File: src/rtl/mem_arbiter.sv
// Two-port fixed-priority memory arbiter with a bounded-wait guarantee for port 1.
// Pipeline: ARB (combinational select) -> ISSUE (registered command) -> RETURN (read owner/valid).
module mem_arbiter #(
    parameter int ADDR_W   = 16,
    parameter int DATA_W   = 16,
    parameter int MAX_WAIT = 3
) (
    input  logic              clk,
    input  logic              rst,

    input  logic              p0_req,
    input  logic              p0_we,
    input  logic [ADDR_W-1:0] p0_addr,
    input  logic [DATA_W-1:0] p0_wdata,
    output logic              p0_gnt,
    output logic              p0_rvalid,
    output logic [DATA_W-1:0] p0_rdata,

    input  logic              p1_req,
    input  logic              p1_we,
    input  logic [ADDR_W-1:0] p1_addr,
    input  logic [DATA_W-1:0] p1_wdata,
    output logic              p1_gnt,
    output logic              p1_rvalid,
    output logic [DATA_W-1:0] p1_rdata,

    output logic [ADDR_W-1:0] mem_addr,
    output logic              mem_we,
    output logic [DATA_W-1:0] mem_wdata,
    input  logic [DATA_W-1:0] mem_rdata
);

    // Handshake: req is held until gnt; a req still high in its gnt cycle is a new request.
    // rvalid pulses for one cycle per read, in grant order; writes produce no rvalid.

    typedef enum logic {
        OWN_P0 = 1'b0,
        OWN_P1 = 1'b1
    } owner_e;

    localparam logic [3:0] MAX_WAIT_C = 4'(MAX_WAIT);

    // ARB stage
    logic       force_p1;
    logic       win_p0;
    logic       win_p1;
    logic [3:0] wait_cnt_q, wait_cnt_d;

    // ISSUE stage
    logic [ADDR_W-1:0] mem_addr_q, mem_addr_d;
    logic [DATA_W-1:0] mem_wdata_q, mem_wdata_d;
    logic              mem_we_q, mem_we_d;
    logic              gnt0_q, gnt0_d;
    logic              gnt1_q, gnt1_d;
    logic              iss_rd_q, iss_rd_d;
    owner_e            iss_own_q, iss_own_d;

    // RETURN stage
    logic              ret_vld_q, ret_vld_d;
    owner_e            ret_own_q, ret_own_d;

    always_comb begin
        force_p1   = (wait_cnt_q == MAX_WAIT_C);
        win_p1     = p1_req && (!p0_req || force_p1);
        win_p0     = p0_req && !win_p1;

        // Counts consecutive lost arbitrations; any win or an idle port 1 resets it.
        wait_cnt_d = 4'd0;
        if (p1_req && !win_p1) begin
            wait_cnt_d = (wait_cnt_q < MAX_WAIT_C) ? wait_cnt_q + 4'd1 : MAX_WAIT_C;
        end
    end

    always_comb begin
        mem_addr_d  = mem_addr_q;
        mem_wdata_d = mem_wdata_q;
        mem_we_d    = 1'b0;
        gnt0_d      = win_p0;
        gnt1_d      = win_p1;
        iss_rd_d    = 1'b0;
        iss_own_d   = iss_own_q;

        if (win_p1) begin
            mem_addr_d  = p1_addr;
            mem_wdata_d = p1_wdata;
            mem_we_d    = p1_we;
            iss_rd_d    = !p1_we;
            iss_own_d   = OWN_P1;
        end else if (win_p0) begin
            mem_addr_d  = p0_addr;
            mem_wdata_d = p0_wdata;
            mem_we_d    = p0_we;
            iss_rd_d    = !p0_we;
            iss_own_d   = OWN_P0;
        end

        ret_vld_d = iss_rd_q;
        ret_own_d = iss_own_q;
    end

    // Reset clears both valid stages, so a read in flight never returns.
    always_ff @(posedge clk) begin
        if (rst) begin
            wait_cnt_q  <= 4'd0;
            mem_addr_q  <= '0;
            mem_wdata_q <= '0;
            mem_we_q    <= 1'b0;
            gnt0_q      <= 1'b0;
            gnt1_q      <= 1'b0;
            iss_rd_q    <= 1'b0;
            iss_own_q   <= OWN_P0;
            ret_vld_q   <= 1'b0;
            ret_own_q   <= OWN_P0;
        end else begin
            wait_cnt_q  <= wait_cnt_d;
            mem_addr_q  <= mem_addr_d;
            mem_wdata_q <= mem_wdata_d;
            mem_we_q    <= mem_we_d;
            gnt0_q      <= gnt0_d;
            gnt1_q      <= gnt1_d;
            iss_rd_q    <= iss_rd_d;
            iss_own_q   <= iss_own_d;
            ret_vld_q   <= ret_vld_d;
            ret_own_q   <= ret_own_d;
        end
    end

    assign mem_addr  = mem_addr_q;
    assign mem_wdata = mem_wdata_q;
    assign mem_we    = mem_we_q;
    assign p0_gnt    = gnt0_q;
    assign p1_gnt    = gnt1_q;
    assign p0_rvalid = ret_vld_q && (ret_own_q == OWN_P0);
    assign p1_rvalid = ret_vld_q && (ret_own_q == OWN_P1);
    assign p0_rdata  = mem_rdata;
    assign p1_rdata  = mem_rdata;

endmodule

File: config.mk
export PLATFORM = sky130hd
export DESIGN_NAME = mem_arbiter
export DESIGN_NICKNAME = d
export VERILOG_FILES = /design/src/rtl/mem_arbiter.sv
export SDC_FILE = /design/constraint.sdc
export NUM_CORES = 1
export LEC_CHECK = 0
export BUFFER_PORTS_ARGS = -buffer_cell sky130_fd_sc_hd__buf_4
export CAP_MARGIN = 10
export CORE_MARGIN = 2
export CORE_UTILIZATION = 25
export DETAILED_ROUTE_END_ITERATION = 12
export GPL_ROUTABILITY_DRIVEN = 1
export MAX_ROUTING_LAYER = met4
export SLEW_MARGIN = 0
export SYNTH_ARGS = -nofsm -noshare
export SYNTH_HDL_FRONTEND = slang
export SYNTH_SLANG_ARGS = --single-unit
File: constraint.sdc
create_clock -name clk -period 1.75 [get_ports clk]
set_input_delay 0.35 -clock clk [delete_from_list [all_inputs] [get_ports clk]]
set_output_delay 0.35 -clock clk [all_outputs]
set_load 0.02 [all_outputs]
==> flow_metrics.tcl, run 1 <==
set metrics [dict create \
    first_global_vias 1805 \
    num-fill-cells 870 \
    met2RoutedLength_um 2530 \
    post_cts_buffers 0 \
    required_ns 1.93 \
    diode_insertion_count_for_antenna_repair 0 \
    post-synth-top-area-fraction_pct 41.9 \
    cts.reportedPaths.clkPinSlew_ns 0.08 \
    synth_enable_flop_cells 0 \
    post_synth_instance_area_um2 2050 \
    cp_slowest_stage_delay_ns 0.34 \
    timing.reg2reg.setup_slack_ns 0.30 \
    fmax_mhz 690 \
    track_usage_pct 12.1 \
    maxCapViolCount 0 \
    post_synthesis_mean_instance_area_um2 9.55 \
    final-max-slew-violation-count 0 \
    drt_iter0_drc 70 \
    yosysSeqAreaShare_pct 41.9 \
    yosys_register_bits 43 \
    startpoint_type "flop" \
    synth.top_cells.by_area "sky130_fd_sc_hd__dfxtp_1 (42%), sky130_fd_sc_hd__o221a_2 (16%), sky130_fd_sc_hd__buf_4 (12%), sky130_fd_sc_hd__nor3_1 (7.8%), sky130_fd_sc_hd__nor2_1 (6.4%)" \
    area_growth_pct 35.2 \
    totalNegativeSetupSlack_ns 0 \
    power.density_cell_area_nw_per_um2 825 \
    post_cts.resized_instances 0 \
    met1Wirelength_um 2320 \
    timing.final.hold_violations 0 \
    grt_first_pass_wirelength_um 8310 \
    cp_top_family "compound AO/OA/AOI/OAI gates" \
    synth_cells 215 \
    post_route_antenna_net_violation_count 0 \
    clock_tree.buffer_depth 2 \
    nets 371 \
    htree_num_levels 2 \
    setup_viol_count_final 0 \
    final_min_period_over_clock_period_pct 82.8 \
    hold_buffers 0 \
    synthMostInstantiatedCell "sky130_fd_sc_hd__dfxtp_1" \
    first_pass_iters 4 \
    tightest_hold_check_type "in2reg" \
    number_of_antenna_violations_at_the_first_check_in_global_routing 0 \
    cp.arrival_ns 1.63 \
    io_buffers 106 \
    clock_skew_ns 0.00624 \
    setup_repair_after_global_routing_missed_its_margin "false" \
    insertion_delay_ns 0.29 \
    fp.dieH_um 94.6 \
    tritoncts_clock_tree "built" \
    synth_top_area_cell "sky130_fd_sc_hd__dfxtp_1" \
    postRouteWirelength_um 5370 \
    synthTopCellsByCount "sky130_fd_sc_hd__dfxtp_1 (43), sky130_fd_sc_hd__nor2_1 (35), sky130_fd_sc_hd__buf_4 (32), sky130_fd_sc_hd__nor3_1 (32), sky130_fd_sc_hd__o221a_2 (30)" \
    floorplan.rows 33 \
    initial_utilization_pct 25.4 \
    routed_via_density 4.61 \
    synth.lib_cells_used.distinct 23 \
    met3_wirelength_um 454 \
    vdd.ir_drop.worst_mv 0.354 \
    die_outline_area_um2 8950 \
    synth_top_flop_cell "sky130_fd_sc_hd__dfxtp_1" \
    synth_async_sr_flop_share_pct 0 \
    timing_startpoint_of_the_critical_path "wait_cnt_q[0]" \
    placer_s_final_routability_congestion_estimate 0.627 \
    yosysWarnings 0 \
    run_status "complete, no violations" \
    holdCritStartpoint "p1_we" \
    worst_setup_path_end_kind "flop" \
    fin_worst_hold_slack_ns 0.271 \
    core_footprint_um2 8090 \
    uppermost_metal_layer_occupied_by_signal_nets "met4" \
    layout-drive-gt1-share_pct 54.7 \
    pin_count 155 \
    path_class "reg2reg" \
    drc_errors 0 \
    power_leakage_nw 1.25 \
    crit_path_cell_trace "ha_1 > nand4bb_4 > a21boi_4 > buf_4 > o221a_2" \
    critPathMaxFanout 17 \
    dp_hpwl_um 3820 \
    ctsRootBufferMaster "sky130_fd_sc_hd__clkbuf_8" \
    global_route.overflow_total 0 \
    dr_total_vias 1799 \
    grt_max_degree 43 \
    die_width_um 94.6 \
    cp_slowest_cell "sky130_fd_sc_hd__dfxtp_1" \
    reg2reg_from "wait_cnt_q[0]" \
    cts_sinks 43 \
    wl_per_cell_um 13.8 \
    cts_inserted_buffers 5 \
    layout_min_cycle_time_ns 1.45 \
    cp_num_buf_inv 1 \
]
-- layer usage --
metal | vias up | global-route usage [%]
li1 | 873 | -
met1 | 833 | 14.2
met2 | 82 | 19.9
met3 | 11 | 3.75
met4 | 0 | 3.86
met5 | - | -
-- layout make-up --
cell class                      count  area [µm²]  area share [%]
Sequential cell                    43         861            31.0
Inverter                            2        7.51           0.271
Timing Repair Buffer              112         841            30.3
Multi-Input combinational cell    120         835            30.1
Tap cell                          105         131            4.73
Clock buffer                        8         100            3.61
-- kinds of logic (layout without fill, tap and decap cells) --
| group | count (synthesis) | after routing | synth area share (%) |
|---|---|---|---|
| other | 1 | 2 | 0.183 |
| AO/OA/AOI/OAI | 39 | 39 | 21.0 |
| AND/OR/NAND/NOR | 78 | 78 | 18.6 |
| adder cells (fa/ha/maj) | 1 | 1 | 0.609 |
| buffers and inverters | 53 | 122 | 17.6 |
| flip-flops | 43 | 43 | 41.9 |
-- cells in the final DEF, fill, tap and decap left out, types with 3 or more instances in the layout --
master,instances
sky130_fd_sc_hd__nor2_1,35
sky130_fd_sc_hd__clkbuf_8,7
sky130_fd_sc_hd__o221a_2,30
sky130_fd_sc_hd__dfxtp_1,43
sky130_fd_sc_hd__a21oi_1,3
sky130_fd_sc_hd__nor3_1,32
sky130_fd_sc_hd__buf_4,112
sky130_fd_sc_hd__nor2b_1,3
-- per-stage QoR --
stage | instance area [µm²] | instances | total power (W) | utilization [%] | setup slack (ns)
6_report | 2780 | 390 | 0.00229 | 34.3 | 0.300
5_1_grt | 2780 | 390 | 0.00241 | 34.3 | 0.229
4_1_cts | 2780 | 390 | 0.00233 | 34.3 | 0.282
3_5_place_dp | 2680 | 382 | 0.00163 | 33.1 | 0.302
3_3_place_gp | 2680 | 382 | 0.00162 | 33.1 | 0.363
2_1_floorplan | 2060 | 216 | 0.00148 | - | 0.448
-- sequential cells by signal, summed over array words and instances, names as in the netlist --
name and flops:
iss_own_q 1, iss_rd_q 1, mem_addr 16, mem_wdata 16, mem_we 1, p0_gnt 1
p1_gnt 1, ret_own_q 1, ret_vld_q 1, wait_cnt_q 4
-- path summary, 6_finish.rpt --
path                        end  depth (start not counted)
setup reg to reg  mem_wdata[10]                          5
hold reg to reg       ret_vld_q                          1
hold / removal         iss_rd_q                          2
setup / recovery  mem_wdata[10]                          5
-- report_power, final --
part | switching, W | internal [W]
registers | 0.0000369 | 0.00105
logic | 0.000240 | 0.000272
clock network | 0.000331 | 0.000361
total | 0.000607 | 0.00168
No activity file was read; power rests on OpenSTA's default activity.
==> run 2, diff against run 1 <==
clock period = 1.47 ns   (was 1.75 ns; I/O delays follow)
==> run 2 against run 1 <==
  * Via count is 0.56% higher
  * Routed wire length increased by 1.9%
  * Register-to-register slack worse by 0.23 ns
  * First-iteration DRC count increased by 21%
  * Critical path type unchanged
  * Sequential cell count unchanged
  * Cell area grew 1.6%
  * Clock power increased by 9.7%
  * Utilization rose by 0.56 points
  * Sequential share of layout area down 0.50 points
  * Global-route usage about the same
  * Clock-buffer cell count fell by 2
  * Clock skew decreased by 0.0026 ns
==> flow_metrics.tcl, run 2 (same netlist as run 1, synthesis figures left out) <==
set metrics [dict create \
    drc_errors 0 \
    timing.final.hold_violations 0 \
    routed_via_density 4.64 \
    final_min_period_over_clock_period_pct 95.5 \
    reg2reg_from "wait_cnt_q[0]" \
    worst_setup_path_end_kind "flop" \
    fp.dieH_um 94.6 \
    maxCapViolCount 0 \
    core_footprint_um2 8090 \
    cts_sinks 43 \
    final_critical_path_setup_slack_ns 0.0667 \
    worst_hold_path.endpoint "iss_rd_q" \
    first_global_vias 1858 \
    crit_path_cell_trace "ha_1 > nand4bb_4 > a21boi_4 > buf_12 > o221a_2" \
    setup_viol_count_final 0 \
    most_used_cells_in_the_layout_excluding_fill_and_tap_cells "sky130_fd_sc_hd__buf_4 (109), sky130_fd_sc_hd__dfxtp_1 (43), sky130_fd_sc_hd__nor2_1 (35)" \
    cp.arrival_ns 1.59 \
    htree_num_levels 2 \
    final_common_cell "sky130_fd_sc_hd__buf_4" \
    placer_s_final_routability_congestion_estimate 0.625 \
    track_usage_pct 12.1 \
    drt_iter0_drc 85 \
    io_buffers 106 \
    grt_first_pass_wirelength_um 8400 \
    cts.reportedPaths.clkPinSlew_ns 0.08 \
    postRouteWirelength_um 5470 \
    post_cts.resized_instances 0 \
    layout_min_cycle_time_ns 1.40 \
    die_width_um 94.6 \
    grt_max_degree 43 \
    hold_buffers 0 \
    vdd.ir_drop.worst_mv 0.392 \
    holdCritStartpoint "p1_we" \
    worstRegToRegCells 5 \
    initial_utilization_pct 25.4 \
    cts_inserted_buffers 5 \
    clock_skew_ns 0.00366 \
    post_cts_buffers 0 \
    dp_hpwl_um 3990 \
    worst_hold_path.num_cells 2 \
    totalNegativeSetupSlack_ns 0 \
    diode_insertion_count_for_antenna_repair 0 \
    power_leakage_nw 1.27 \
    insertion_delay_ns 0.29 \
    tightest_hold_check_type "in2reg" \
    run_status "complete, no violations" \
    nets 372 \
    cp_slowest_cell "sky130_fd_sc_hd__dfxtp_1" \
    global_route.overflow_total 0 \
    number_of_antenna_violations_at_the_first_check_in_global_routing 0 \
    die_outline_area_um2 8950 \
    fmax_mhz 713 \
    post_route_antenna_net_violation_count 0 \
    wl_per_cell_um 14.0 \
    dp_slack_ns 0.0755 \
    floorplan.rows 33 \
    critPathMaxFanout 18 \
    ctsRootBufferMaster "sky130_fd_sc_hd__clkbuf_8" \
    pin_count 155 \
    reg_to_reg_endpoint "mem_addr[8]" \
    startpoint_type "flop" \
    setup_repair_after_global_routing_missed_its_margin "false" \
    path_class "reg2reg" \
    area_growth_pct 37.4 \
    power.density_cell_area_nw_per_um2 950 \
    cp_slowest_stage_delay_ns 0.34 \
    first_pass_iters 4 \
    required_ns 1.65 \
    layout-drive-gt1-share_pct 55.1 \
    dr_total_vias 1809 \
    final-max-slew-violation-count 0 \
    tritoncts_clock_tree "built" \
    timing.reg2reg.setup_slack_ns 0.07 \
    clock_tree.buffer_depth 2 \
]
-- run 2: cell types whose count changed in the layout (fill, tap and decap cells not counted) --
cell | before | now
sky130_fd_sc_hd__clkbuf_1 | 1 | 0
sky130_fd_sc_hd__buf_4 | 112 | 109
sky130_fd_sc_hd__clkbuf_8 | 7 | 6
sky130_fd_sc_hd__buf_12 | 0 | 4
sky130_fd_sc_hd__clkinv_2 | 0 | 1
-- run 2: cell type report --
class	instances	area (µm²)
clock buffer	6	82.6
clock inverter	1	5.00
fill	867	5270
inverter	2	7.51
multi-input combinational	120	835
sequential	43	861
tap	105	131
timing repair buffer	113	898
-- run 2: through the flow --
| stage | instance area (µm²) | power [W] | utilization [%] | std cells | hold slack [ns] |
|---|---|---|---|---|---|
| after global routing | 2820 | 0.00282 | 34.8 | 390 | 0.196 |
| after detailed placement | 2730 | 0.00196 | 33.8 | 383 | 0.434 |
| after global placement | 2730 | 0.00195 | 33.8 | 383 | 0.433 |
| after CTS | 2820 | 0.00273 | 34.8 | 390 | 0.199 |
| final | 2820 | 0.00268 | 34.8 | 390 | 0.213 |
| after floorplan | 2060 | 0.00176 | - | 216 | 0.408 |
-- run 2: routing by layer --
metal | vias to the layer above | global-route usage, % | routed length, µm | share of wire [%]
li1 | 875 | - | - | -
met5 | - | - | 0 | 0
met3 | 10 | 3.75 | 501 | 9.2
met4 | 0 | 3.50 | 63 | 1.2
met1 | 838 | 13.8 | 2310 | 42
met2 | 86 | 20.5 | 2600 | 47
-- run 2: worst max path at each step --
stage                        from       endpoint  slack (ns)  cells after the start
finish              wait_cnt_q[0]    mem_addr[8]        0.07                      5
detailed placement  wait_cnt_q[0]    mem_addr[3]        0.08                      5
CTS                 wait_cnt_q[0]    mem_addr[3]        0.06                      5
global route        wait_cnt_q[0]  mem_wdata[10]       0.009                      5
floorplan           wait_cnt_q[0]    mem_addr[3]        0.17                      5
global placement    wait_cnt_q[0]   mem_addr[15]        0.12                      5
-- run 2: worst max-delay path, delay by kind of cell (launching register included) --
family	cells	cell delay (ns)
AOI/OAI and AO/OA	2	0.43
adders and majority gates	1	0.24
buffers and inverters	1	0.16
DFF	1	0.34
and+or+nand+nor	1	0.14
-- run 2: power breakdown --
part | switching [W] | internal, W | total, W
registers | 0.0000456 | 0.00125 | 0.00129
clock network | 0.000389 | 0.000369 | 0.000758
logic | 0.000288 | 0.000340 | 0.000627
total | 0.000722 | 0.00196 | 0.00268
==> run 3, diff against run 2 <==
ABC_AREA = 1   (was default)
REMOVE_ABC_BUFFERS = 1   (was default)
==> run 3 against run 2 <==
  * Sequential cell count stayed put
  * Die area up 16%
  * Utilization down 0.99 points
  * Register-to-register slack improved by 0.11 ns
  * Routed wire length increased by 15%
  * First-iteration DRC count down 40%
  * Critical path type unchanged
  * Largest power group unchanged
==> flow_metrics.tcl, run 3 <==
set metrics [dict create \
    power.density_cell_area_nw_per_um2 887 \
    worst_setup_path_end_kind "flop" \
    wl_per_cell_um 11.4 \
    core_footprint_um2 9280 \
    cts_sinks 43 \
    dr_total_vias 2327 \
    final_common_cell "sky130_fd_sc_hd__buf_4" \
    die_width_um 102 \
    tightest_hold_check_type "in2reg" \
    tritoncts_clock_tree "built" \
    layout_min_cycle_time_ns 1.30 \
    cp_slowest_cell "sky130_fd_sc_hd__dfxtp_1" \
    number_of_antenna_violations_at_the_first_check_in_global_routing 0 \
    htree_num_levels 2 \
    setup_repair_after_global_routing_missed_its_margin "false" \
    timing.final.hold_violations 0 \
    grt_busiest_layer "met2" \
    synth_enable_flop_cells 0 \
    synth.lib_cells_used.distinct 20 \
    num-fill-cells 1025 \
    drc_errors 0 \
    synth.top_cells.by_area "sky130_fd_sc_hd__dfxtp_1 (36%), sky130_fd_sc_hd__nor2_1 (11%), sky130_fd_sc_hd__buf_4 (10%), sky130_fd_sc_hd__a21oi_1 (7.1%), sky130_fd_sc_hd__nand3_1 (6.9%)" \
    internal_power_w 0.00201 \
    setup_viol_count_final 0 \
    power.sequential.fraction_pct 46.4 \
    io_buffers 106 \
    globalRouteMet2Util_pct 17.1 \
    grt_first_pass_wirelength_um 9780 \
    cts_inserted_buffers 5 \
    first_pass_iters 4 \
    dp_hpwl_um 4810 \
    fmax_mhz 771 \
    grt_max_degree 43 \
    share_comb_of_total_power_pct 24.6 \
    drt_iter0_drc 51 \
    path_class "reg2reg" \
    maxCapViolCount 0 \
    first_global_vias 2070 \
    cts.reportedPaths.clkPinSlew_ns 0.08 \
    clock_tree.buffer_depth 2 \
    routed_via_density 4.22 \
    critPathMaxFanout 30 \
    yosys_register_bits 43 \
    groute.layer.met3.usage_pct 5.61 \
    synthMostInstantiatedCell "sky130_fd_sc_hd__nor2_1" \
    critical_path.most_common_cell "sky130_fd_sc_hd__nand2_1" \
    crit_path_cell_trace "ha_1 > nand2_1 > nand2_2 > buf_12 > nand3_1 > inv_1 > nand2_1 > o21ai_0" \
    power.share.switching_pct 27.9 \
    clock_skew_ns 0.00348 \
    p_switching_w 0.000778 \
    power_frac_clock_pct 29.0 \
    post_synthesis_mean_instance_area_um2 6.74 \
    area_growth_pct 31.4 \
    placer_s_final_routability_congestion_estimate 0.749 \
    timing_startpoint_of_the_critical_path "wait_cnt_q[0]" \
    holdCritStartpoint "rst" \
    global_route.overflow_total 0 \
    final_critical_path_setup_slack_ns 0.173 \
    final_min_period_over_clock_period_pct 88.2 \
    power_leakage_nw 1.67 \
    layout-drive-gt1-share_pct 29.1 \
    insertion_delay_ns 0.28 \
    ctsRootBufferMaster "sky130_fd_sc_hd__clkbuf_8" \
    postRouteWirelength_um 6270 \
    cp_slowest_stage_delay_ns 0.32 \
    synth_cells 355 \
    final_core_util_pct 33.9 \
    yosysSeqAreaShare_pct 36.0 \
    post_route_antenna_net_violation_count 0 \
    timing.reg2reg.setup_slack_ns 0.17 \
    post-synth-top-area-fraction_pct 36.0 \
    startpoint_type "flop" \
    groute.layer.met1.usage_pct 16.1 \
    vdd.ir_drop.worst_mv 0.343 \
    synth_async_sr_flop_share_pct 0 \
    post_cts_buffers 0 \
    fp.dieH_um 102 \
    initial_utilization_pct 25.8 \
    reg2reg_from "wait_cnt_q[0]" \
    required_ns 1.65 \
    post_synth_instance_area_um2 2390 \
    synthTopCellsByCount "sky130_fd_sc_hd__nor2_1 (69), sky130_fd_sc_hd__dfxtp_1 (43), sky130_fd_sc_hd__inv_1 (40)" \
    dp_slack_ns 0.150 \
    synth_top_flop_cell "sky130_fd_sc_hd__dfxtp_1" \
    post_cts.resized_instances 0 \
    yosysWarnings 0 \
    diode_insertion_count_for_antenna_repair 0 \
    die_outline_area_um2 10400 \
    nets 508 \
    final-max-slew-violation-count 0 \
    synth_top_area_cell "sky130_fd_sc_hd__dfxtp_1" \
    track_usage_pct 12.2 \
    floorplan.rows 35 \
    cp.arrival_ns 1.47 \
    most_used_cells_in_the_layout_excluding_fill_and_tap_cells "sky130_fd_sc_hd__buf_4 (110), sky130_fd_sc_hd__nor2_1 (69), sky130_fd_sc_hd__dfxtp_1 (43)" \
    hold_buffers 0 \
    pin_count 155 \
    run_status "complete, no violations" \
]
## run 3: cell count changes after synthesis, sizes merged, moves of 3 or more
cell	change
nor2b	-3
nand3	+33
inv	+38
o21ai	+33
nor2	+34
nor3	-31
o221a	-32
a21oi	+31
buf	+4
nand2	+38
## run 3: power by group through the flow
stage | registers (W) | clock network (W) | logic, W
detailed placement | 0.00132 | 0 | 0.000692
CTS | 0.00129 | 0.000856 | 0.000693
floorplan | 0.00140 | 0 | 0.000229
global placement | 0.00132 | 0 | 0.000682
global route | 0.00130 | 0.000894 | 0.000767
finish | 0.00129 | 0.000810 | 0.000686
## run 3: final cells by class
type,count,area [µm²],area share (%)
multi-input cells,217,965,30.7
repair buffers,114,906,28.8
flip-flops and latches,43,861,27.4
well taps,129,161,5.14
inverters,40,150,4.78
clock buffers,8,100,3.18
## run 3: metrics by stage
| stage | std cells | power [W] | hold WS (ns) | cell area [µm²] | TNS, ns |
|---|---|---|---|---|---|
| floorplan | 300 | 0.00163 | 0.365 | 1980 | -7.19 |
| global placement | 543 | 0.00200 | 0.402 | 3040 | 0 |
| detailed placement | 543 | 0.00201 | 0.403 | 3040 | 0 |
| CTS | 551 | 0.00284 | 0.186 | 3140 | 0 |
| global route | 551 | 0.00296 | 0.192 | 3140 | 0 |
| finish | 551 | 0.00279 | 0.202 | 3140 | 0 |
## run 3: cell families after synthesis
family | after synthesis | share of synthesized area [%]
compound gates | 69 | 14.5
fa+ha+maj | 1 | 0.523
buf+inv | 96 | 23.8
flops | 43 | 36.0
other cells | 1 | 0.157
simple gates | 145 | 24.9
## run 3: critical path: cells and delay by family, from the launching register on
family | cells | cell delay [ns]
AO/OA/AOI/OAI | 1 | 0.07
adder cells (fa/ha/maj) | 1 | 0.20
buffers and inverters | 2 | 0.24
flip-flops | 1 | 0.32
AND/OR/NAND/NOR | 4 | 0.36
## run 3: final timing paths
check | to | cells past startpoint
setup / recovery | mem_we | 8
hold / removal | ret_vld_q | 2
setup reg to reg | mem_we | 8
hold reg to reg | ret_vld_q | 2
## run 3: per-layer routing
metal | wire length [µm] | vias to the layer above
li1 | - | 1217
met1 | 3020 | 1002
met2 | 2580 | 106
met3 | 643 | 2
met4 | 23 | 0
met5 | 0 | -
